===== config.mk =====
export PLATFORM = sky130hd
export DESIGN_NAME = mem_port_arbiter
export DESIGN_NICKNAME = d
export VERILOG_FILES = /design/src/rtl/fpu_mem_pkg.sv /design/src/rtl/rr_picker.sv /design/src/rtl/mem_port_arbiter.sv
export SDC_FILE = /design/constraint.sdc
export NUM_CORES = 1
export LEC_CHECK = 0
export ABC_AREA = 1
export BUFFER_PORTS_ARGS = -buffer_cell sky130_fd_sc_hd__buf_2
export CORE_AREA = 10 10 189 191
export DETAILED_ROUTE_END_ITERATION = 10
export DIE_AREA = 0 0 199 201
export PLACE_DENSITY_LB_ADDON = 0.2
export SETUP_SLACK_MARGIN = 0.1
export SLEW_MARGIN = 30
export SYNTH_ARGS = -nofsm -noshare
export SYNTH_HDL_FRONTEND = slang
export SYNTH_SLANG_ARGS = --single-unit

===== constraint.sdc =====
create_clock -name clk -period 2.7 [get_ports clk]
set_clock_uncertainty 0.2 [all_clocks]
set_input_delay 0 -clock clk [delete_from_list [all_inputs] [get_ports clk]]
set_output_delay 0 -clock clk [all_outputs]
set_load 0.02 [all_outputs]

===== src/rtl/fpu_mem_pkg.sv =====
// Shared types and constants for the FPU scratch-memory arbiter and its requesters.
package fpu_mem_pkg;

    typedef enum logic [1:0] {
        IDLE,
        ISSUE,
        WAIT,
        CAPTURE
    } arb_state_t;

    localparam int unsigned DEFAULT_ADDR_W = 32;
    localparam int unsigned DEFAULT_DATA_W = 32;

    localparam int unsigned PORT_A = 0;
    localparam int unsigned PORT_B = 1;
    localparam int unsigned PORT_C = 2;
    localparam int unsigned PORT_D = 3;

endpackage


===== src/rtl/rr_picker.sv =====
// Combinational grant select: round-robin after last_grant, or lowest-index-first when
// MEM_ARB_FIXED_PRIO_EN is defined.
module rr_picker #(
    parameter int unsigned NUM_PORTS = 4,
    parameter int unsigned IDX_W     = (NUM_PORTS > 1) ? $clog2(NUM_PORTS) : 1
) (
    input  logic [NUM_PORTS-1:0] eligible,
    input  logic [IDX_W-1:0]     last_grant,
    output logic [NUM_PORTS-1:0] grant,
    output logic [IDX_W-1:0]     grant_idx,
    output logic                 valid
);

`ifdef MEM_ARB_FIXED_PRIO_EN
    logic unused_last_grant;
    assign unused_last_grant = ^last_grant;

    // Scan downwards so the lowest eligible index is written last and wins.
    always_comb begin
        grant     = '0;
        grant_idx = '0;
        valid     = 1'b0;
        for (int i = NUM_PORTS - 1; i >= 0; i--) begin
            if (eligible[i]) begin
                grant     = '0;
                grant[i]  = 1'b1;
                grant_idx = IDX_W'(i);
                valid     = 1'b1;
            end
        end
    end
`else
    // Scan offsets from farthest to nearest so the port just after last_grant wins.
    always_comb begin
        int unsigned idx;
        grant     = '0;
        grant_idx = '0;
        valid     = 1'b0;
        idx       = 0;
        for (int k = NUM_PORTS; k >= 1; k--) begin
            idx = (int'(last_grant) + k) % NUM_PORTS;
            if (eligible[idx]) begin
                grant      = '0;
                grant[idx] = 1'b1;
                grant_idx  = IDX_W'(idx);
                valid      = 1'b1;
            end
        end
    end
`endif

endmodule


===== src/rtl/mem_port_arbiter.sv =====
// Serialises NUM_PORTS request handles onto one single-port SRAM with held level dones.
// Define MEM_ARB_FIXED_PRIO_EN for fixed lowest-index priority instead of round-robin.
module mem_port_arbiter
    import fpu_mem_pkg::*;
#(
    parameter int unsigned NUM_PORTS = 4,
    parameter int unsigned ADDR_W    = DEFAULT_ADDR_W,
    parameter int unsigned DATA_W    = DEFAULT_DATA_W,
    parameter int unsigned MEM_LAT   = 1
) (
    input  logic                             clk,
    input  logic                             rst_l,
    input  logic [NUM_PORTS-1:0]             req_avail,
    input  logic [NUM_PORTS-1:0]             req_r_en,
    input  logic [NUM_PORTS-1:0]             req_w_en,
    input  logic [NUM_PORTS-1:0][ADDR_W-1:0] req_ptr,
    input  logic [NUM_PORTS-1:0][DATA_W-1:0] req_wdata,
    output logic [NUM_PORTS-1:0]             resp_done,
    output logic [NUM_PORTS-1:0][DATA_W-1:0] resp_rdata,
    output logic [NUM_PORTS-1:0]             req_err,
    output logic                             mem_en,
    output logic                             mem_we,
    output logic [ADDR_W-1:0]                mem_addr,
    output logic [DATA_W-1:0]                mem_wdata,
    input  logic [DATA_W-1:0]                mem_rdata
);

    localparam int unsigned IDX_W = (NUM_PORTS > 1) ? $clog2(NUM_PORTS) : 1;
    localparam int unsigned CNT_W = (MEM_LAT > 1) ? $clog2(MEM_LAT) : 1;

    arb_state_t          state;
    logic [IDX_W-1:0]    grant;
    logic [IDX_W-1:0]    last_grant;
    logic                lat_we;
    logic [CNT_W-1:0]    wait_cnt;

    logic [NUM_PORTS-1:0] eligible;
    logic [NUM_PORTS-1:0] pick_onehot;
    logic [IDX_W-1:0]     pick_idx;
    logic                 pick_valid;
    logic [ADDR_W-1:0]    sel_ptr;
    logic [DATA_W-1:0]    sel_wdata;
    logic                 sel_we;

    // A held done blocks re-arbitration so a slow releaser never gets a duplicate access.
    assign eligible = req_avail & (req_r_en | req_w_en) & ~resp_done;

    rr_picker #(
        .NUM_PORTS (NUM_PORTS),
        .IDX_W     (IDX_W)
    ) u_picker (
        .eligible   (eligible),
        .last_grant (last_grant),
        .grant      (pick_onehot),
        .grant_idx  (pick_idx),
        .valid      (pick_valid)
    );

    always_comb begin
        sel_ptr   = '0;
        sel_wdata = '0;
        sel_we    = 1'b0;
        for (int i = 0; i < NUM_PORTS; i++) begin
            if (pick_onehot[i]) begin
                sel_ptr   = sel_ptr | req_ptr[i];
                sel_wdata = sel_wdata | req_wdata[i];
                sel_we    = sel_we | req_w_en[i];
            end
        end
    end

    always_ff @(posedge clk or negedge rst_l) begin
        if (!rst_l) begin
            state      <= IDLE;
            grant      <= '0;
            last_grant <= IDX_W'(NUM_PORTS - 1);
            lat_we     <= 1'b0;
            wait_cnt   <= '0;
            resp_done  <= '0;
            resp_rdata <= '0;
            req_err    <= '0;
            mem_en     <= 1'b0;
            mem_we     <= 1'b0;
            mem_addr   <= '0;
            mem_wdata  <= '0;
        end else begin
            for (int i = 0; i < NUM_PORTS; i++) begin
                if (!req_avail[i]) begin
                    resp_done[i] <= 1'b0;
                end
                if (req_avail[i] && req_r_en[i] && req_w_en[i]) begin
                    req_err[i] <= 1'b1;
                end
            end

            unique case (state)
                IDLE: begin
                    if (pick_valid) begin
                        grant     <= pick_idx;
                        lat_we    <= sel_we;
                        mem_en    <= 1'b1;
                        mem_we    <= sel_we;
                        mem_addr  <= sel_ptr;
                        mem_wdata <= sel_wdata;
                        state     <= ISSUE;
                    end
                end
                ISSUE: begin
                    mem_en   <= 1'b0;
                    mem_we   <= 1'b0;
                    wait_cnt <= '0;
                    state    <= WAIT;
                end
                WAIT: begin
                    if (wait_cnt == CNT_W'(MEM_LAT - 1)) begin
                        state <= CAPTURE;
                    end else begin
                        wait_cnt <= wait_cnt + CNT_W'(1);
                    end
                end
                CAPTURE: begin
                    // A requester that dropped avail has aborted: the access happened, no done.
                    if (req_avail[grant]) begin
                        resp_done[grant] <= 1'b1;
                        if (!lat_we) begin
                            resp_rdata[grant] <= mem_rdata;
                        end
                    end
                    last_grant <= grant;
                    state      <= IDLE;
                end
                default: state <= IDLE;
            endcase
        end
    end

endmodule


==> summary.txt <==
hold crit path type -> input port to flip-flop
FF-to-FF path depth -> 13
Hold Path Depth -> 4
Core Area -> 32000 sq um
CP delay by family, top -> simple AND/OR/NAND/NOR gates
number of flops mapped to enable cells by yosys -> 0
Area Overhead vs Synth -> 76.0%
P_leak -> 9.16 nW
CTS tree -> yes
htree depth -> 1
Final Total Pwr -> 23.7 mW
min-delay src -> req_avail[2]
ys async rst share -> 100%
CTS Buf Count -> 25
Post-Route Utilization -> 54.7%
Design Area, Final -> 17500 sq um
gr usage total -> 24.1%
global-route wire length before repair -> 75700 microns
CP bufs+invs -> 3
Avg WL per Cell -> 20.9 microns
worst setup margin -> 0.187 ns
post-synthesis cell type count -> 31
R2R Setup Slk -> 0.19 ns
RSZ-0062 raised after global routing -> yes
Tightest Pin Transition -> 0.673 ns
Avg Cell Area, Syn -> 8.01 sq um
Final ANT Viol Nets -> 0
share of the synthesized area in the top cell type -> 52.0%
Fmax -> 0.398 GHz
Worst Setup End Kind -> flip-flop
Pre-antenna DRT Iters -> 5
fin crit share -> 93.1%
Initial Util -> 31.1%
clock latency at the later pin of the worst-skew pair -> 0.51 ns
Place WS -> 0.0475 ns
critical path class -> flip-flop to flip-flop
largest net degree at the start of global routing -> 81
initial antenna violation count -> 20
reg-to-reg startpoint -> last_grant[0]$_DFFE_PN1N_
Clock Sinks -> 209
# Max-Cap Violations -> 0
DRT Wirelength -> 52200 microns
dpl hpwl -> 31800 microns
syn_nets -> 1554
crit-path most repeated cell -> nand2_1
Die X -> 199 microns
clk root buf -> clkbuf_16
layout cell share with drive strength beyond 1 -> 32.5%
crit path time final -> 2.51 ns
Final setup violation count -> 0
peak per-stage delay on the critical path -> 0.56 ns
number of global-route vias before repair -> 12534
Reg clk slew, reported paths -> 0.06 ns
Max-slew headroom -> 55.1%
routability cong. -> 0.899
warnings from Yosys -> 0
Cell Count, Final, Fillers Out -> 2502
WHS Endpoint -> resp_done[2]$_DFF_PN0_
grt ovf -> 0
Pwr Density -> 1350 nW/um^2
Die Span Y -> 201 microns
status -> finished clean
IO Count -> 504
Worst R2R End -> mem_wdata[22]$_DFFE_PN0P_
Final Hold Viols -> 0
# placed instances -> 2110
Synth Register Bits -> 209
Peak VDD IR -> 0.736 mV
DR DRC count -> 0
area leader, netlist -> dfrtp_1
Vias/cell -> 4.91
via count -> 12278
crit-path max FO -> 11
prevailing post-synth register cell -> dfrtp_1
top area cells in the synthesized netlist -> dfrtp_1, nand2_1, o21ai_0
PortBufs -> 503
# nets final -> 2372
TNS Setup -> 0 ns
cell count after synthesis -> 1243
CP cell instances -> clkinv_4 > ha_4 > buf_4 > nand2_2 > nand2_4 > nor2_1 > nand2_2 > nand2_4 > buf_12 > nand2_1 > nand4_1 > nand2_1 > nand2_1
Worst Path Required -> 2.91 ns
die area -> 40000 sq um
Final Slew Violations -> 0
Post-Syn Area -> 9960 sq um
sequential share of the synthesized area -> 52.6%
CP arrival -> 2.72 ns
Placed Area -> 12900 sq um
Startpoint Class -> flip-flop
Iter 0 DRT Violations -> 814
critical-path cell with the highest stage delay -> dfstp_2
Longest Clk Path Bufs -> 3
hold_ws -> 0.105 ns
Row Count -> 66
[flip-flops by register name, indices dropped and copies added (netlist names)]
signal,flops
state,2
mem_addr,32
last_grant,2
req_err,4
resp_rdata,128
grant,2
mem_we,1
mem_wdata,32
lat_we,1
resp_done,4
mem_en,1
[how the worst max path moves through the flow]
stage | to | start | slack (ns) | cells after the start
2_1_floorplan | mem_addr[0]$_DFFE_PN0P_ | last_grant[0]$_DFFE_PN1N_ | 0.28 | 16
6_report | mem_wdata[22]$_DFFE_PN0P_ | last_grant[0]$_DFFE_PN1N_ | 0.19 | 13
3_5_place_dp | mem_addr[22]$_DFFE_PN0P_ | last_grant[0]$_DFFE_PN1N_ | 0.05 | 14
5_1_grt | mem_wdata[22]$_DFFE_PN0P_ | last_grant[0]$_DFFE_PN1N_ | 0.07 | 13
3_3_place_gp | mem_addr[22]$_DFFE_PN0P_ | last_grant[0]$_DFFE_PN1N_ | 0.05 | 14
4_1_cts | mem_wdata[13]$_DFFE_PN0P_ | last_grant[1]$_DFFE_PN1N_ | 0.12 | 14
[cells by family (layout without fill, tap and decap cells)]
logic type,Yosys count,in the layout,share of synthesized area [%]
adders and majority gates,9,9,1.13
and+or+nand+nor,743,743,31.5
buffers and inverters,129,963,6.67
AOI/OAI and AO/OA,153,153,8.13
DFF,209,209,52.6
other,0,17,0
[cells in the final DEF (no fill, tap or decap), drive strengths merged, types with 3 or more instances in the layout]
cell,Yosys,routed
nand2,631,631
buf,40,536
dlygate4sd3,0,309
dfrtp,207,207
o21ai,139,139
nand4,66,66
inv,62,62
clkbuf,27,46
nand3,25,25
nor2,21,21
diode,0,17
ha,9,9
a31o,4,4
bufinv,0,4
clkinv,0,4
a21oi,3,3
[cell type report]
| type | count | area (sq um) |
|---|---|---|
| clock buffer | 33 | 706 |
| fill | 2797 | 14500 |
| multi-input combinational | 905 | 4220 |
| tap | 408 | 510 |
| sequential | 209 | 5230 |
| timing repair buffer | 858 | 6410 |
| clock inverter | 10 | 159 |
| inverter | 62 | 245 |
| antenna | 17 | 42.5 |
[power breakdown]
group / switching [mW] / internal (mW)
Clock: 1.34 / 2.21
Sequential: 0.768 / 4.56
Combinational: 9.34 / 5.52
Total: 11.5 / 12.3
[routing by layer]
metal  GRT usage, %  part of all wire, %
met1           26.4                   35
met2           36.3                   45
met3           13.4                   13
met4           13.3                  6.0
met5           1.15                 0.11
[synthesized netlist by cell type, drive strengths merged, types with 3 or more instances]
master	n
a21oi	3
a31o	4
buf	40
clkbuf	27
dfrtp	207
ha	9
inv	62
nand2	631
nand3	25
nand4	66
nor2	21
o21ai	139
[worst register-to-register path, stage by stage (launching register included)]
cell	delay (ns)
dfstp_2	0.56
clkinv_4	0.09
ha_4	0.32
buf_4	0.12
nand2_2	0.06
nand2_4	0.15
nor2_1	0.08
nand2_2	0.07
nand2_4	0.11
buf_12	0.18
nand2_1	0.07
nand4_1	0.20
nand2_1	0.14
nand2_1	0.06
[what timing repair did]
item                                   4_1_cts  5_1_grt
endpoints found under the hold margin      412        0
pin swaps                                    1       18
buffers inserted                             1        8
hold buffers                               309        0
cloned                                       1       13
resized for setup                            2       40
setup endpoints to repair                   46       66
No activity file was read; power rests on OpenSTA's default activity.
